--- src/rtl/hazard_pkg.sv ---
// Shared types and defaults for the pipeline hazard controller.
// Latency: n/a (types and constants only).
// Backpressure: n/a.
package hazard_pkg;

    typedef enum logic [1:0] {
        RUN = 2'd0,
        IMM = 2'd1,
        RET = 2'd2,
        INT = 2'd3
    } state_e;

    localparam int DEF_RET_BUBBLES  = 2;
    localparam int DEF_INTR_SEQ_LEN = 2;

    function automatic int max2(input int a, input int b);
        return (a > b) ? a : b;
    endfunction

endpackage

--- src/rtl/intr_edge_latch.sv ---
// Rising-edge detector on the interrupt level with a sticky pending bit.
// Latency: pending rises one clock after the edge is sampled.
// Backpressure: pending holds until acknowledged; a held level never re-arms it.
//
// Ports: clk, reset (sync, active-low), intr_req (level in),
//        intr_ack (clears pending), intr_pend (registered pending flag).
module intr_edge_latch (
    input  logic clk,
    input  logic reset,
    input  logic intr_req,
    input  logic intr_ack,
    output logic intr_pend
);

    logic req_q, req_d;
    logic pend_q, pend_d;
    logic rise;

    always_comb begin
        req_d  = intr_req;
        rise   = intr_req & ~req_q;
        // A fresh edge in the acknowledge cycle is a new request and must
        // survive the clear, so set takes priority over ack.
        pend_d = rise | (pend_q & ~intr_ack);
    end

    always_ff @(posedge clk) begin
        if (!reset) begin
            req_q  <= 1'b0;
            pend_q <= 1'b0;
        end else begin
            req_q  <= req_d;
            pend_q <= pend_d;
        end
    end

    assign intr_pend = pend_q;

endmodule

--- src/rtl/hazard_ctrl_unit.sv ---
// Stall/flush controller for the five-stage core: load-use, redirects, 2-byte fetch, interrupt entry.
// Latency: strobes are combinational (Mealy) from registered state and current inputs.
// Backpressure: asserts stall_F/stall_D to hold the front end; flush_D/flush_E insert bubbles.
//
// Ports: clk, reset (sync, active-low); hazard inputs from D/E (rd_en_E, wr_en_regf_E,
//        dest_E, RA_D, RB_D, use_ra_D, use_rb_D, is_2_byte_D, branch_taken_E, is_ret_E),
//        intr_req (level); outputs stall_F, stall_D, flush_D, flush_E, imm_capture,
//        nothing_here_D, force_intr_D, intr_ack, state_o (debug).
module hazard_ctrl_unit
    import hazard_pkg::*;
#(
    parameter int RET_BUBBLES  = DEF_RET_BUBBLES,
    parameter int INTR_SEQ_LEN = DEF_INTR_SEQ_LEN
) (
    input  logic       clk,
    input  logic       reset,
    input  logic       rd_en_E,
    input  logic       wr_en_regf_E,
    input  logic [1:0] dest_E,
    input  logic [1:0] RA_D,
    input  logic [1:0] RB_D,
    input  logic       use_ra_D,
    input  logic       use_rb_D,
    input  logic       is_2_byte_D,
    input  logic       branch_taken_E,
    input  logic       is_ret_E,
    input  logic       intr_req,
    output logic       stall_F,
    output logic       stall_D,
    output logic       flush_D,
    output logic       flush_E,
    output logic       imm_capture,
    output logic       nothing_here_D,
    output logic       force_intr_D,
    output logic       intr_ack,
    output logic [1:0] state_o
);

    localparam int CNT_W = $clog2(max2(RET_BUBBLES, INTR_SEQ_LEN) + 1);
    localparam logic [CNT_W-1:0] RET_CNT_INIT = CNT_W'(RET_BUBBLES - 1);
    localparam logic [CNT_W-1:0] INT_CNT_INIT = CNT_W'(INTR_SEQ_LEN - 1);

    state_e           state_q, state_d;
    logic [CNT_W-1:0] cnt_q, cnt_d;
    logic             intr_pend;
    logic             haz;

    intr_edge_latch u_intr_edge_latch (
        .clk       (clk),
        .reset     (reset),
        .intr_req  (intr_req),
        .intr_ack  (intr_ack),
        .intr_pend (intr_pend)
    );

    always_comb begin
        haz = rd_en_E & wr_en_regf_E &
              ((use_ra_D & (RA_D == dest_E)) | (use_rb_D & (RB_D == dest_E)));

        state_d        = state_q;
        cnt_d          = cnt_q;
        stall_F        = 1'b0;
        stall_D        = 1'b0;
        flush_D        = 1'b0;
        flush_E        = 1'b0;
        imm_capture    = 1'b0;
        nothing_here_D = 1'b0;
        force_intr_D   = 1'b0;
        intr_ack       = 1'b0;

        case (state_q)
            RUN: begin
                if (branch_taken_E) begin
                    flush_D = 1'b1;
                    flush_E = 1'b1;
                end else if (is_ret_E) begin
                    flush_D = 1'b1;
                    flush_E = 1'b1;
                    stall_F = 1'b1;
                    state_d = RET;
                    cnt_d   = RET_CNT_INIT;
                end else if (haz) begin
                    // Re-evaluated every cycle: one bubble per dependent load.
                    stall_F = 1'b1;
                    stall_D = 1'b1;
                    flush_E = 1'b1;
                end else if (is_2_byte_D) begin
                    // PC keeps advancing so the immediate byte arrives next cycle.
                    stall_D = 1'b1;
                    flush_E = 1'b1;
                    state_d = IMM;
                end else if (intr_pend) begin
                    intr_ack     = 1'b1;
                    force_intr_D = 1'b1;
                    stall_F      = 1'b1;
                    state_d      = INT;
                    cnt_d        = INT_CNT_INIT;
                end
            end
            IMM: begin
                // A redirect kills the half-fetched instruction entirely.
                if (branch_taken_E) begin
                    flush_D = 1'b1;
                    flush_E = 1'b1;
                    state_d = RUN;
                end else if (is_ret_E) begin
                    flush_D = 1'b1;
                    flush_E = 1'b1;
                    stall_F = 1'b1;
                    state_d = RET;
                    cnt_d   = RET_CNT_INIT;
                end else begin
                    imm_capture    = 1'b1;
                    nothing_here_D = 1'b1;
                    state_d        = RUN;
                end
            end
            RET, INT: begin
                // EX only holds bubbles here, so branch_taken_E is not looked at.
                stall_F = 1'b1;
                flush_D = 1'b1;
                if (cnt_q == '0) begin
                    state_d = RUN;
                end else begin
                    cnt_d = cnt_q - 1'b1;
                end
            end
            default: begin
                state_d = RUN;
                cnt_d   = '0;
            end
        endcase

        if (!reset) begin
            stall_F        = 1'b0;
            stall_D        = 1'b0;
            flush_D        = 1'b1;
            flush_E        = 1'b1;
            imm_capture    = 1'b0;
            nothing_here_D = 1'b0;
            force_intr_D   = 1'b0;
            intr_ack       = 1'b0;
        end

        state_o = reset ? state_q : RUN;
    end

    always_ff @(posedge clk) begin
        if (!reset) begin
            state_q <= RUN;
            cnt_q   <= '0;
        end else begin
            state_q <= state_d;
            cnt_q   <= cnt_d;
        end
    end

endmodule

--- config.mk ---
export PLATFORM = sky130hd
export DESIGN_NAME = hazard_ctrl_unit
export DESIGN_NICKNAME = d
export VERILOG_FILES = /design/src/rtl/hazard_pkg.sv /design/src/rtl/intr_edge_latch.sv /design/src/rtl/hazard_ctrl_unit.sv
export SDC_FILE = /design/constraint.sdc
export NUM_CORES = 1
export LEC_CHECK = 0
export ABC_AREA = 1
export BUFFER_PORTS_ARGS = -buffer_cell sky130_fd_sc_hd__buf_2
export CORE_AREA = 3 3 40 42
export CTS_BUF_LIST = sky130_fd_sc_hd__clkbuf_8
export CTS_CLUSTER_DIAMETER = 200
export DETAILED_ROUTE_END_ITERATION = 8
export DIE_AREA = 0 0 43 45
export PLACE_DENSITY = 0.81
export SYNTH_ARGS = -nofsm -noshare
export SYNTH_HDL_FRONTEND = slang
export SYNTH_SLANG_ARGS = --single-unit
--- constraint.sdc ---
create_clock -name clk -period 2.6 [get_ports clk]
set_clock_uncertainty 0.05 [all_clocks]
set_input_delay 0 -clock clk [delete_from_list [all_inputs] [get_ports clk]]
set_output_delay 0 -clock clk [all_outputs]
set_load 0.1 [all_outputs]
==> summary.md <==
| Metric | Value |
|---|---|
| Layout cells sized above 1 | `between 30% and 40%` |
| Post-CTS Hold Fix Bufs | `1` |
| Cell Pwr Density | `752 nW/µm²` |
| Core footprint | `1280 µm²` |
| Congestion Overflow GR | `0` |
| I/O pin count | `26` |
| RSZ-0062 raised after global routing | `no` |
| Register clock-pin slew on the reported worst setup and hold paths | `approximately 30 ps` |
| CTS tree | `done` |
| Antenna violations before repair | `0` |
| Starting Density | `a little over two fifths` |
| Via density | `about 4.5` |
| Period Utilization, post-route | `62.5%` |
| CP Cell Sequence | `nor2_2 -> nand2_2 -> nor2_1 -> a211oi_2 -> buf_2` |
| Fin Setup TNS | `0 ps` |
| Antenna-violating nets left | `0` |
| # diodes | `0` |
| Post-CTS Repair Setup Buffers | `0` |
| Crit path max fanout | `7` |
| Clock Path Buffers | `2` |
| Synthesized instance count | `98` |
| Status | `completed` |
| Synth Net Count | `115` |
| Worst path slowest cell | `buf_2` |
| First-pass GRT wire length | `1.84 mm` |
| WL/cell | `approximately 8.2 µm` |
| CP Capture Type | `primary output` |
| Starting DRC count in detailed routing | `5` |
| Die Wd | `43 µm` |
| Final nets | `143` |
| Via count | `623` |
| Number of buffers created by CTS | `3` |
| Max-cap violations | `0` |
| Vias in the first global route | `505` |
| WP data arrival | `around 1600 ps` |
| Mapped cell area | `542 µm²` |
| Root Driver | `clkbuf_8` |
| Yosys reg bits | `6` |
| Drc violations | `0` |
| Highest clock rate | `616 MHz` |
| Largest net degree at the start of global routing | `10` |
| Post-route cell area | `slightly above 700 µm²` |
| # setup viols final | `0` |
| Actual slew at the worst max-slew pin | `489 ps` |
| Dpl cell area | `673 µm²` |
| Port buffer count | `25` |
| Slowest Stage Delay on Critical Path | `450 ps` |
| Min-Delay Path Class | `input pin to flip-flop` |
| Leakage | `~0.47 nW` |
| Clk_lat worst skew | `approximately 220 ps` |
| H-tree Lvls | `1` |
| Setup crit start kind | `flip-flop` |
| YS warnings | `0` |
| # fillers | `129` |
| Area grow syn2layout | `33.7%` |
| WS Path Type | `flip-flop to primary output` |
| Required @ worst endpoint | `2550 ps` |
| Peak VDD IR | `0.000495 V` |
| Die Span Y | `45 µm` |
| Full die area | `between 1500 and 2000 µm²` |
| CTS Sinks | `6` |
| Cell Rows | `13` |
| Final Wtd Congestion | `between 0.8 and 0.9` |
| DP HPWL | `990 µm` |
| Tmin final | `1620 ps` |
| Library cells used by synthesis | `20` |
| Slew HR | `between 60% and 70%` |
| Fin. Hold Viols | `0` |
| Global Route Usage Sum | `~13%` |
| Post-Syn Area per Cell | `5.53 µm²` |
| Post-CTS Resized | `0` |
| WL final | `between 1 and 1.5 mm` |
| DR pass1 iterations | `2` |
| Total Power | `0.545 mW` |
| Seq/Total Area, Yosys | `22.2%` |
| Final Max Slew Viols | `0` |
==> stage by stage <==
stage	util (%)	instances	worst slack [ps]	hold slack (ps)
after floorplan	-	98	266	59.0
after global placement	52.4	135	1220	146
after detailed placement	52.4	135	1210	150
after CTS	56.4	139	969	38.2
after global routing	56.4	139	876	60.4
final	56.4	139	976	44.7
==> final timing paths <==
kind	from	to	slack [ps]	depth (start not counted)
worst max-delay path	state_q[1]	stall_F	980	5
worst min-delay path	reset	cnt_q[1]	40	3
worst max register to register	state_q[1]	cnt_q[1]	1310	8
worst min register to register	u_intr_edge_latch.req_q	u_intr_edge_latch.intr_pend	420	2
==> cells in the mapped netlist (all sizes together) <==
cell type / count / area [µm²]
ha: 1 / 12.5
nor2: 13 / 53.8
nand3: 6 / 40.0
a31oi: 1 / 6.26
buf: 3 / 20.0
dfxtp: 6 / 120
nand2: 32 / 125
a21oi: 2 / 10.0
o21ai: 3 / 18.8
nand4: 3 / 18.8
a211oi: 1 / 7.51
or2: 3 / 18.8
inv: 24 / 90.1
==> logic make-up (layout without fill, tap and decap cells) <==
family	count (synthesis)	count (layout)	synth area share (%)
AOI/OAI and AO/OA	7	7	7.85
adders and majority gates	1	1	2.31
buffers and inverters	27	53	20.3
DFF	6	6	22.2
and+or+nand+nor	57	57	47.3
==> per-layer routing <==
metal  global-route usage (%)  share of wire (%)  up-vias  wire length (µm)
met1                     14.3                 46      264               530
li1                         -                  -      347                 -
met5                        0                  0        -                 0
met2                     21.3                 49       10               560
met3                     2.39                3.7        2                42
met4                     10.8               0.79        0                 9
==> worst max-delay path: cells and delay by family, from the launching register on <==
family,cells,cell delay [ps]
compound gates,1,190
simple gates,3,280
buf+inv,1,450
flops,1,440
==> final cells by class <==
cell class / count / area [µm²] / share of cell area [%]
Timing Repair Buffer: 26 / 135 / 18.7
Clock buffer: 3 / 41.3 / 5.70
Tap cell: 15 / 18.8 / 2.59
Inverter: 24 / 90.1 / 12.4
Sequential cell: 6 / 120 / 16.6
Multi-Input combinational cell: 65 / 319 / 44.0
==> registers in the layout (all words and copies together), names as in the netlist <==
name	cells
state_q	2
u_intr_edge_latch.intr_pend	1
cnt_q	2
u_intr_edge_latch.req_q	1
==> placed cells by master, fill, tap and decap left out, types with 3 or more instances in the layout <==
cell type / synthesis / layout
nand2_1: 30 / 30
nand4_1: 3 / 3
buf_2: 1 / 25
dfxtp_1: 6 / 6
clkbuf_8: 0 / 3
nand3_1: 4 / 4
inv_2: 3 / 3
inv_1: 21 / 21
nor2_2: 2 / 3
nor2_1: 11 / 10
==> where the power goes <==
part / switching [mW] / internal (mW) / leakage (nW)
sequential: 0.0161 / 0.112 / 0.0498
combinational: 0.203 / 0.0781 / 0.398
clock: 0.0357 / 0.0991 / 0.0216
Power figures use the tool's default switching activity.
